--- config.mk ---
export PLATFORM = sky130hd
export DESIGN_NAME = frame_color_scanner_flat
export DESIGN_NICKNAME = d
export VERILOG_FILES = /design/src/rtl/frame_color_scanner_if.sv /design/src/rtl/frame_color_scanner.sv /design/src/flat_wrapper.sv
export SDC_FILE = /design/constraint.sdc
export NUM_CORES = 1
export LEC_CHECK = 0
export ABC_CLOCK_PERIOD_IN_PS = 5000
export CAP_MARGIN = 30
export CORE_UTILIZATION = 45
export CTS_CLUSTER_DIAMETER = 150
export DETAILED_ROUTE_END_ITERATION = 6
export HOLD_SLACK_MARGIN = 0.1
export PLACE_DENSITY_LB_ADDON = 0.2
export SKIP_CTS_REPAIR_TIMING = 1
export SYNTH_ARGS = -nofsm -noshare
export SYNTH_HDL_FRONTEND = slang
export SYNTH_SLANG_ARGS = --single-unit
--- constraint.sdc ---
create_clock -name clk -period 5 [get_ports clk]
set_input_delay 1 -clock clk [delete_from_list [all_inputs] [get_ports clk]]
set_output_delay 1 -clock clk [all_outputs]
set_load 0.005 [all_outputs]
--- src/rtl/frame_color_scanner_if.sv ---
// Processing-port bundle between the frame buffer and the colour scanner.
// The scanner drives the address and the frame buffer returns the pixel in the same cycle.
interface frame_color_scanner_if #(
    parameter int AW = 15,
    parameter int DW = 12
);
    logic [AW-1:0] proc_addr;
    logic [DW-1:0] proc_data;

    modport master (output proc_addr, input proc_data);
    modport slave  (input proc_addr, output proc_data);
endinterface

--- src/rtl/frame_color_scanner.sv ---
// Sweeps a stored RGB444 frame one pixel per clock, counts red/green/blue pixels
// and publishes the counts and the dominant colour.
module frame_color_scanner #(
    parameter int AW      = 15,
    parameter int DW      = 12,
    parameter int NPIX    = 19200,
    parameter int MIN_LVL = 4,
    parameter int MIN_CNT = 256
) (
    input  logic                         clk,
    input  logic                         rst_n,
    frame_color_scanner_if.master        proc_if,
    input  logic                         start_i,
    output logic                         busy_o,
    output logic                         done_o,
    output logic [1:0]                   color_o,
    output logic [AW-1:0]                red_cnt_o,
    output logic [AW-1:0]                green_cnt_o,
    output logic [AW-1:0]                blue_cnt_o
);

    typedef enum logic [1:0] {
        IDLE,
        SCAN,
        DECIDE,
        DONE
    } state_t;

    localparam logic [AW-1:0] LAST_ADDR = AW'(NPIX - 1);
    localparam logic [AW-1:0] CNT_MAX   = '1;
    localparam logic [AW-1:0] MIN_CNT_V = AW'(MIN_CNT);
    localparam logic [3:0]    MIN_LVL_V = 4'(MIN_LVL);

    state_t        state_q, state_d;
    logic [AW-1:0] addr_q, addr_d;
    logic [AW-1:0] redAcc_q, redAcc_d;
    logic [AW-1:0] greenAcc_q, greenAcc_d;
    logic [AW-1:0] blueAcc_q, blueAcc_d;
    logic [AW-1:0] redCnt_q, redCnt_d;
    logic [AW-1:0] greenCnt_q, greenCnt_d;
    logic [AW-1:0] blueCnt_q, blueCnt_d;
    logic [1:0]    color_q, color_d;
    logic          busy_q, done_q;

    logic [3:0]    pixR, pixG, pixB;
    logic          isRed, isGreen, isBlue;
    logic [AW-1:0] maxCnt;
    logic [1:0]    winColor;

    assign pixR = proc_if.proc_data[DW-1 -: 4];
    assign pixG = proc_if.proc_data[DW-5 -: 4];
    assign pixB = proc_if.proc_data[DW-9 -: 4];

    // Strict compares: a pixel whose two strongest channels are equal belongs to no class.
    assign isRed   = (pixR > pixG) && (pixR > pixB) && (pixR >= MIN_LVL_V);
    assign isGreen = (pixG > pixR) && (pixG > pixB) && (pixG >= MIN_LVL_V);
    assign isBlue  = (pixB > pixR) && (pixB > pixG) && (pixB >= MIN_LVL_V);

    // Only a strictly larger count displaces the current leader, so ties favour red, then green.
    always_comb begin
        maxCnt   = redAcc_q;
        winColor = 2'b01;
        if (greenAcc_q > maxCnt) begin
            maxCnt   = greenAcc_q;
            winColor = 2'b10;
        end
        if (blueAcc_q > maxCnt) begin
            maxCnt   = blueAcc_q;
            winColor = 2'b11;
        end
        if (maxCnt < MIN_CNT_V) begin
            winColor = 2'b00;
        end
    end

    always_comb begin
        state_d    = state_q;
        addr_d     = addr_q;
        redAcc_d   = redAcc_q;
        greenAcc_d = greenAcc_q;
        blueAcc_d  = blueAcc_q;
        redCnt_d   = redCnt_q;
        greenCnt_d = greenCnt_q;
        blueCnt_d  = blueCnt_q;
        color_d    = color_q;
        case (state_q)
            IDLE: begin
                if (start_i) begin
                    redAcc_d   = '0;
                    greenAcc_d = '0;
                    blueAcc_d  = '0;
                    addr_d     = '0;
                    state_d    = SCAN;
                end
            end
            SCAN: begin
                if (isRed && (redAcc_q != CNT_MAX)) begin
                    redAcc_d = redAcc_q + AW'(1);
                end
                if (isGreen && (greenAcc_q != CNT_MAX)) begin
                    greenAcc_d = greenAcc_q + AW'(1);
                end
                if (isBlue && (blueAcc_q != CNT_MAX)) begin
                    blueAcc_d = blueAcc_q + AW'(1);
                end
                if (addr_q == LAST_ADDR) begin
                    state_d = DECIDE;
                end else begin
                    addr_d = addr_q + AW'(1);
                end
            end
            DECIDE: begin
                redCnt_d   = redAcc_q;
                greenCnt_d = greenAcc_q;
                blueCnt_d  = blueAcc_q;
                color_d    = winColor;
                state_d    = DONE;
            end
            DONE: begin
                state_d = IDLE;
            end
            default: begin
                state_d = IDLE;
            end
        endcase
    end

    // busy and done trail the state by one edge, so done lands in the first IDLE cycle.
    always_ff @(posedge clk or negedge rst_n) begin
        if (!rst_n) begin
            state_q    <= IDLE;
            addr_q     <= '0;
            redAcc_q   <= '0;
            greenAcc_q <= '0;
            blueAcc_q  <= '0;
            redCnt_q   <= '0;
            greenCnt_q <= '0;
            blueCnt_q  <= '0;
            color_q    <= 2'b00;
            busy_q     <= 1'b0;
            done_q     <= 1'b0;
        end else begin
            state_q    <= state_d;
            addr_q     <= addr_d;
            redAcc_q   <= redAcc_d;
            greenAcc_q <= greenAcc_d;
            blueAcc_q  <= blueAcc_d;
            redCnt_q   <= redCnt_d;
            greenCnt_q <= greenCnt_d;
            blueCnt_q  <= blueCnt_d;
            color_q    <= color_d;
            busy_q     <= (state_q != IDLE);
            done_q     <= (state_q == DONE);
        end
    end

    assign proc_if.proc_addr = addr_q;
    assign busy_o            = busy_q;
    assign done_o            = done_q;
    assign color_o           = color_q;
    assign red_cnt_o         = redCnt_q;
    assign green_cnt_o       = greenCnt_q;
    assign blue_cnt_o        = blueCnt_q;

endmodule

--- src/flat_wrapper.sv ---
// flat-port wrapper written by rule: the top's interface ports become plain ports
module frame_color_scanner_flat 
#(
    parameter int AW      = 15,
    parameter int DW      = 12,
    parameter int NPIX    = 19200,
    parameter int MIN_LVL = 4,
    parameter int MIN_CNT = 256
)
  (clk, rst_n, start_i, busy_o, done_o, color_o, red_cnt_o, green_cnt_o, blue_cnt_o, proc_if_proc_addr, proc_if_proc_data);
  frame_color_scanner_if #(.AW(AW), .DW(DW)) proc_if_i ();
  input  logic clk;
  input  logic rst_n;
  input  logic start_i;
  output logic busy_o;
  output logic done_o;
  output logic [1:0] color_o;
  output logic [AW-1:0] red_cnt_o;
  output logic [AW-1:0] green_cnt_o;
  output logic [AW-1:0] blue_cnt_o;
  output wire logic [$bits(proc_if_i.proc_addr)-1:0] proc_if_proc_addr;
  input wire logic [$bits(proc_if_i.proc_data)-1:0] proc_if_proc_data;
  assign proc_if_proc_addr = proc_if_i.proc_addr;
  assign proc_if_i.proc_data = proc_if_proc_data;
  frame_color_scanner #(.AW(AW), .DW(DW), .NPIX(NPIX), .MIN_LVL(MIN_LVL), .MIN_CNT(MIN_CNT)) u_core (.clk(clk), .rst_n(rst_n), .proc_if(proc_if_i), .start_i(start_i), .busy_o(busy_o), .done_o(done_o), .color_o(color_o), .red_cnt_o(red_cnt_o), .green_cnt_o(green_cnt_o), .blue_cnt_o(blue_cnt_o));
endmodule
Word level (Yosys, flattened, before mapping)

Index checks and enable logic that the tools add are counted.

Bits in registers: 111
Bits of input ports: 15
Output and inout port bits: 64
Logic and storage cells: 74

Add/sub/neg operators: 4
$lt $le $gt $ge: 12
Equality and inequality tests: 13
Muxes and demuxes: 17
Reduce and logical (&&, ||, !) cells: 17

Operators with widths:

| cell                                                        | number |
|---|---|
| one-hot mux 15 bit (2 select lines)                         | 4 |
| 2-to-1 mux 15 bit                                           | 7 |
| adder 15 x 1 -> 15 bit, second input constant               | 4 |
| != test 15 bit, second input constant                       | 3 |
| > comparator 15 bit                                         | 2 |
| > comparator 4 bit                                          | 6 |
| equality test 15 bit, second input constant                 | 1 |
| less-than comparator 15 x 9 -> 1 bit, second input constant | 1 |
| >= comparator 4 x 3 -> 1 bit, second input constant         | 3 |
| AND reduction 3 bit                                         | 4 |
| 2-to-1 mux 2 bit                                            | 5 |
| logical AND 1 bit                                           | 9 |
| != test 2 x 1 -> 1 bit, second input constant               | 4 |
| one-hot mux 2 bit (4 select lines)                          | 1 |
| equality test 2 bit, second input constant                  | 2 |
| != test 2 bit, second input constant                        | 2 |
| nonzero test 2 bit                                          | 2 |
| equality test 2 x 1 -> 1 bit, second input constant         | 1 |
| zero test 2 bit                                             | 1 |
| AND reduction 2 bit                                         | 1 |

Longest topological paths before layout

Gate-level depths: netlist of the first run.

Word-level depth: 6
Mapped depth: 16
Mapped depth without buffers: 15

Worst setup path before layout of the first run

Ideal clock, no wire load.

Path kind: reg2reg
Start point: reg u_core.redAcc_q[2]
End point: reg u_core.color_q[0] (netlist: u_core.color_o[0])
Library setup time: 0.077 ns
Arrival time: 3.416 ns
Required time: 4.923 ns
Path slack: 1.507 ns
Stages on the path, launching flop included: 17
Period minus slack after synthesis: 3.493 ns
Cell sequence: dfrtp_1 > inv_1 > ha_1 > a21oi_1 > a21oi_1 > o31a_1 > o41a_1 > clkbuf_1 > buf_1 > a21oi_1 > ha_1 > a41oi_1 > o21ai_0 > a221oi_1 > a21oi_1 > a211o_1 > a21oi_1

Longest elaborated chain between the ends: 6
Elaborated cells between the ends (all ways): 8
Classes of those cells: order compare: 3; mux: 5

RTL lines:

| item                                 | line                       | text |
|---|---|---|
| start: declaration                   | frame_color_scanner.sv:36  | `logic [AW-1:0] redAcc_q, redAcc_d;` |
| start signal: assignment             | frame_color_scanner.sv:145 | `redAcc_q <= redAcc_d;` |
| > comparator 15 bit                  | frame_color_scanner.sv:63  | `if (greenAcc_q > maxCnt) begin` |
| 2-to-1 mux 15 bit                    | frame_color_scanner.sv:63  |  |
| > comparator 15 bit                  | frame_color_scanner.sv:67  | `if (blueAcc_q > maxCnt) begin` |
| 2-to-1 mux 15 bit                    | frame_color_scanner.sv:67  |  |
| less-than comparator 15 x 9 -> 1 bit | frame_color_scanner.sv:71  | `if (maxCnt < MIN_CNT_V) begin` |
| 2-to-1 mux 2 bit *                   | frame_color_scanner.sv:71  |  |
| end signal: assignment               | frame_color_scanner.sv:151 | `color_q <= color_d;` |
| end: declaration                     | frame_color_scanner.sv:42  | `logic [1:0] color_q, color_d;` |

Every way passes the cells marked *; elsewhere a longest branch is shown, timed or not.
A chain may end at the register's enable or synchronous reset.

Worst setup path after layout of the first run

Start point: reg u_core.redAcc_q[2]
End point: reg u_core.color_q[1] (netlist: u_core.color_o[1])

The elaborated chain is that of the path after synthesis.

==> results.ini, run 1 <==
[synthesis]
synth_edf_count=0
synthFlopType=dfrtp_1
yosysSeqAreaShare_pct=43.4
synthDistinctLibCells=61
synth.cell_area_um2=6400
postSynthCellCount=652
synth_area_per_cell_um2=9.81
syn_nets=717
synth-seq-cells=111
yosys_warnings=0
synth_async_sr_flop_share_pct=100

[timing]
layout_min_cycle_time_ps=3760
min_period_over_period_pct=75.2
finalSetupViolations=0
slew_violations=0
grt_setup_unrepaired=no
max-slew-margin-rel_pct=37.6
worst_slew_pin_slew_ps=933
max_freq_mhz=266
finalSetupTns_ps=0
skew_ps=7.37
hold_viol_final=0

[floorplan]
die_h_um=121
die-area_um2=14700
fp-row-count=43
num_io_pins=79
start_util_pct=46.1
fp.dieW_um=121
fp.coreArea_um2=13900

[worst_setup_path]
end_kind=register
path_cells=inv_1 > ha_1 > a21oi_1 > a21oi_1 > o31a_1 > o41a_1 > buf_8 > nor2_1 > a21oi_1 > ha_1 > a41oi_1 > o21ai_0 > a221oi_1 > a21oi_1 > a21boi_0 > a21oi_1
cp_common_cell=a21oi_1
startpoint_type=register
cp_slowest_cell=dfrtp_1
critPathArrivalTime_ps=4000
cpPeakStageDelay_ps=430
required_ps=5240
critPathMaxFanout=29
critical_path_class=reg2reg

[drt]
vias=5415
via_per_inst=5.93
dr.pass1.iters=5
drt_iter0_drc=329
antenna_left=0
drt_wl_total_um=15700
drc=0
routedWlPerCell_um=17.2

[job]
maxCapViolations=0

[finish]
antenna_cells=0
final_common_cell=dfrtp_1
syn2layout_area_growth_pct=21.1
final_cell_mix=dfrtp_1, clkdlybuf4s50_1, a21oi_1, nor2_1
final_util_pct=55.8
final_area_um2=7750
layout-drive-gt1-share_pct=12.6
layout.nets=793

[power_and_ir_drop]
p_leak_nw=3.48
power.density_nw_per_um2=368
ir_drop_mv=0.235

[grt]
grtUsageTotal_pct=23.1
grt_max_degree=47
gr-total-overflow=0
grt_pass1_vias=5267
antenna_found_initial=0
grt_pass1_wl_um=26500

[clock_tree]
cts_tree=built
clk_latency_ps=370
ctsHtreeMaxLevel=3
cts_buffer_depth=2
clkTransAtPathRegs_ps=70
root_buffer=clkbuf_16
cts_sinks=111
cts_buffers=9

[placement]
gp_congestion=0.873
placed_area_um2=7430
dpl.hpwl_um=11400
port_buffers=78

[status]
outcome=completed

[min_path]
hp-class=reg2reg

final timing paths:
path / from / endpoint / slack (ps) / cells after the start
min reg2reg: u_core.red_cnt_o[10]$_DFFE_PN0P_ / u_core.red_cnt_o[10]$_DFFE_PN0P_ / 510 / 1
max: u_core.redAcc_q[2]$_DFFE_PN0P_ / u_core.color_o[1]$_DFFE_PN0P_ / 1240 / 16
min in group asynchronous: rst_n / u_core.green_cnt_o[1]$_DFFE_PN0P_ / 580 / 1
min: u_core.red_cnt_o[10]$_DFFE_PN0P_ / u_core.red_cnt_o[10]$_DFFE_PN0P_ / 510 / 1
max reg2reg: u_core.redAcc_q[2]$_DFFE_PN0P_ / u_core.color_o[1]$_DFFE_PN0P_ / 1240 / 16
max in group asynchronous: rst_n / u_core.blue_cnt_o[0]$_DFFE_PN0P_ / 3330 / 3
metrics by stage:
step | worst slack, ps | hold slack [ps] | std cells | total power, mW
floorplan | 1510 | 501 | 652 | 1.74
global placement | 1090 | 489 | 894 | 2.05
detailed placement | 977 | 494 | 896 | 2.09
CTS | 966 | 511 | 912 | 2.84
global route | 880 | 523 | 913 | 3.04
finish | 1240 | 507 | 913 | 2.85
cell type report:
class	count	area, um2
inverters	36	135
clock inverters	7	80.1
clock buffers	9	225
well taps	180	225
flip-flops and latches	111	2780
multi-input cells	479	3390
fillers	1274	6130
repair buffers	91	916
registers in the layout, summed over array words and instances, names as in the netlist, 2 cells and up:
signal,flops
u_core.blueAcc_q,15
u_core.color_o,2
u_core.redAcc_q,15
u_core.green_cnt_o,15
u_core.blue_cnt_o,15
u_core.state_q,2
u_core.greenAcc_q,15
u_core.proc_if.proc_addr,15
u_core.red_cnt_o,15
routing by layer:
| metal | wire, um | global-route usage, % |
|---|---|---|
| met3 | 724 | 4.56 |
| met5 | 0 | 0 |
| met4 | 308 | 7.18 |
| met1 | 7360 | 32.6 |
| met2 | 7340 | 35.5 |
synthesized netlist by cell type (10+ instances only):
cell | count | area share (%)
or3_1 | 10 | 0.98
nand4_1 | 22 | 2.2
a21oi_1 | 52 | 4.1
mux2_2 | 46 | 8.1
o21ai_0 | 18 | 1.4
inv_1 | 35 | 2.1
xor2_1 | 12 | 1.6
ha_1 | 50 | 9.8
and3_1 | 12 | 1.2
nor2_1 | 52 | 3.1
nand2_1 | 49 | 2.9
clkbuf_1 | 18 | 1.1
nor3_1 | 13 | 1.0
nand3_1 | 30 | 2.3
dfrtp_1 | 111 | 43
worst max-delay path, delay by kind of cell, from the launching register on:
family | cells | cell delay, ps
compound gates | 11 | 2180
fa+ha+maj | 2 | 630
buf+inv | 2 | 300
flops | 1 | 430
simple gates | 1 | 100
cells by family (layout without fill, tap and decap cells):
| logic type | after synthesis | after routing | synth area share, % |
|---|---|---|---|
| simple gates | 227 | 227 | 18.2 |
| compound gates | 132 | 132 | 13.4 |
| xor+xnor | 15 | 15 | 2.05 |
| mux | 55 | 55 | 9.51 |
| fa+ha+maj | 50 | 50 | 9.78 |
| flops | 111 | 111 | 43.4 |
| buf+inv | 62 | 143 | 3.68 |
power breakdown:
part / switching, mW / total, mW / internal (mW) / leakage, nW
logic: 0.658 / 1.08 / 0.423 / 1.81
registers: 0.0614 / 1.02 / 0.962 / 1.53
clock network: 0.351 / 0.745 / 0.394 / 0.143
No activity file was read; power rests on OpenSTA's default activity.
==> run 2: changes to the inputs <==
Settings changed: ABC_CLOCK_PERIOD_IN_PS 5000 to 3500.
Clock period 5 ns to 3.5 ns, I/O delays scaled along.
==> run 2 against run 1 <==
Net effect:
- sequential share of layout area down 2.4 points
- final cell count up 5.1%
- power up 58%
- clock power up 53%
- register-to-register slack worse by 1200 ps
- sequential power up 41%
- critical path type unchanged
- combinational power up 79%
- die area unchanged
- worst setup slack worse by 1200 ps
==> results.ini, run 2 (synthesis gave the netlist of run 1 again) <==
[status]
outcome=completed  ; unchanged

[finish]
syn2layout_area_growth_pct=29.6  ; was 21.1%
layout-drive-gt1-share_pct=22.3  ; was 12.6%
final_common_cell=dfrtp_1  ; unchanged
final_util_pct=59.8  ; was 55.8%
layout.nets=840  ; was 793
layoutNonFillerInstCount=960  ; was 913
final_cell_mix=dfrtp_1, clkdlybuf4s50_1, buf_4, nand2_1, mux2_2  ; was dfrtp_1, clkdlybuf4s50_1, a21oi_1, nor2_1
antenna_cells=0  ; unchanged

[timing]
hold_viol_final=0  ; unchanged
max_freq_mhz=287  ; was 266 MHz
layout_min_cycle_time_ps=3480  ; was 3760 ps
skew_ps=8.82  ; was 7.37 ps
finalSetupViolations=0  ; unchanged
worst_slew_pin_slew_ps=937  ; was 933 ps
max-slew-margin-rel_pct=37.4  ; was 37.6%
slew_violations=0  ; unchanged
grt_setup_unrepaired=yes  ; was no
min_period_over_period_pct=99.5  ; was 75.2%

[worst_setup_path]
regToRegSetupSlack_ps=20  ; was 1240 ps
r2r_cells=15  ; was 16
crit_family=compound AO/OA/AOI/OAI gates  ; unchanged
path_cells=inv_2 > ha_4 > a211oi_2 > nor2_1 > o31a_1 > o41a_4 > nor2_2 > a21oi_4 > ha_4 > and4_4 > nand3_1 > o21bai_2 > a21oi_2 > nand3b_1 > a21oi_1  ; was inv_1 > ha_1 > a21oi_1 > a21oi_1 > o31a_1 > o41a_1 > buf_8 > nor2_1 > a21oi_1 > ha_1 > a41oi_1 > o21ai_0 > a221oi_1 > a21oi_1 > a21boi_0 > a21oi_1
required_ps=3750  ; was 5240 ps
r2r-end=u_core.color_o[1]$_DFFE_PN0P_  ; unchanged
cp_common_cell=ha_4  ; was a21oi_1
startpoint_type=register  ; unchanged
cpPeakStageDelay_ps=570  ; was 430 ps
end_kind=register  ; unchanged
critPathArrivalTime_ps=3730  ; was 4000 ps
critPathMaxFanout=8  ; was 29
r2r-start=u_core.redAcc_q[4]$_DFFE_PN0P_  ; was u_core.redAcc_q[2]$_DFFE_PN0P_
crit_buf_inv=1  ; was 2
cp_slowest_cell=o41a_4  ; was dfrtp_1
critical_path_class=reg2reg  ; unchanged

[drt]
drt_wl_total_um=17000  ; was 15700 um
drc=0  ; unchanged
antenna_left=0  ; unchanged
via_per_inst=5.84  ; was 5.93
dr.pass1.iters=5  ; unchanged
routedWlPerCell_um=17.7  ; was 17.2 um
drt_iter0_drc=313  ; was 329
vias=5608  ; was 5415

[floorplan]
fp.coreArea_um2=13900  ; unchanged
start_util_pct=46.1  ; unchanged
die-area_um2=14700  ; unchanged
num_io_pins=79  ; unchanged
die_h_um=121  ; unchanged
fp.dieW_um=121  ; unchanged
fp-row-count=43  ; unchanged

[clock_tree]
clkTransAtPathRegs_ps=70  ; about the same
cts_buffer_depth=2  ; unchanged
clk_latency_ps=360  ; was 370 ps
cts_tree=built  ; unchanged
cts_sinks=111  ; unchanged
cts_buffers=9  ; unchanged
root_buffer=clkbuf_16  ; unchanged
ctsHtreeMaxLevel=3  ; unchanged

[power_and_ir_drop]
power.density_nw_per_um2=543  ; was 368 nW/um2
p_leak_nw=3.76  ; was 3.48 nW
ir_drop_mv=0.292  ; was 0.235 mV

[placement]
port_buffers=78  ; unchanged
placed_cells=939  ; was 896
dpl.hpwl_um=12200  ; was 11400 um
gp_congestion=0.923  ; was 0.873

[min_path]
hp-class=in2async  ; was reg2reg

[grt]
gr-total-overflow=0  ; unchanged
grt_pass1_vias=5377  ; was 5267
grt_pass1_wl_um=27200  ; was 26500 um
grt_max_degree=70  ; was 47
antenna_found_initial=0  ; unchanged
grtUsageTotal_pct=24.0  ; was 23.1%

[job]
maxCapViolations=0  ; unchanged

-- run 2: final cells by class --
cell class | count | area (um2)
clock buffer | 10 | 239
clock inverter | 6 | 92.6
fill | 1193 | 5590
inverter | 36 | 135
multi-input combinational | 480 | 3570
sequential | 111 | 2780
tap | 180 | 225
timing repair buffer | 137 | 1250
-- run 2: power breakdown --
group / leakage, nW / total [mW] / internal [mW] / switching (mW)
clock: 0.155 / 1.14 / 0.651 / 0.488
sequential: 1.53 / 1.44 / 1.37 / 0.0634
combinational: 2.07 / 1.93 / 0.796 / 1.13
total: 3.76 / 4.51 / 2.82 / 1.69
-- run 2: how the worst max path moves through the flow --
| stage | startpoint | cells after the start | to | slack [ps] |
|---|---|---|---|---|
| after detailed placement | u_core.redAcc_q[4]$_DFFE_PN0P_ | 14 | u_core.color_o[1]$_DFFE_PN0P_ | -60 |
| after global routing | u_core.redAcc_q[3]$_DFFE_PN0P_ | 16 | u_core.color_o[0]$_DFFE_PN0P_ | -130 |
| after floorplan | u_core.redAcc_q[2]$_DFFE_PN0P_ | 16 | u_core.color_o[0]$_DFFE_PN0P_ | 7 |
| final | u_core.redAcc_q[4]$_DFFE_PN0P_ | 15 | u_core.color_o[1]$_DFFE_PN0P_ | 20 |
| after global placement | u_core.greenAcc_q[2]$_DFFE_PN0P_ | 13 | u_core.color_o[0]$_DFFE_PN0P_ | 90 |
| after CTS | u_core.redAcc_q[1]$_DFFE_PN0P_ | 14 | u_core.color_o[1]$_DFFE_PN0P_ | -60 |
-- run 2: per-stage QoR --
step / hold slack (ps) / setup WS, ps / cell area (um2) / setup TNS, ps / power (mW)
after detailed placement: 495 / -57.7 / 7740 / -112 / 3.15
final: 339 / 18.7 / 8290 / 0 / 4.51
after floorplan: 404 / 7.02 / 6400 / 0 / 2.49
after global placement: 489 / 93.5 / 7740 / 0 / 3.10
after global routing: 381 / -125 / 8290 / -221 / 4.76
after CTS: 354 / -59.6 / 8080 / -116 / 4.29
-- run 2: worst reg2reg max path, cell delays in order, from the launching register on --
cell and delay (ps):
dfrtp_1 400, inv_2 80, ha_4 200, a211oi_2 210
nor2_1 70, o31a_1 340, o41a_4 570, nor2_2 150
a21oi_4 50, ha_4 280, and4_4 240, nand3_1 110
o21bai_2 220, a21oi_2 220, nand3b_1 150, a21oi_1 60
-- run 2: metal layers --
| layer | share of wire, % | vias up | global-route usage [%] |
|---|---|---|---|
| met5 | 0 | - | 0 |
| met2 | 46 | 173 | 38.1 |
| met4 | 2.6 | 0 | 8.95 |
| li1 | - | 2651 | - |
| met3 | 4.8 | 37 | 4.09 |
| met1 | 46 | 2747 | 32.8 |
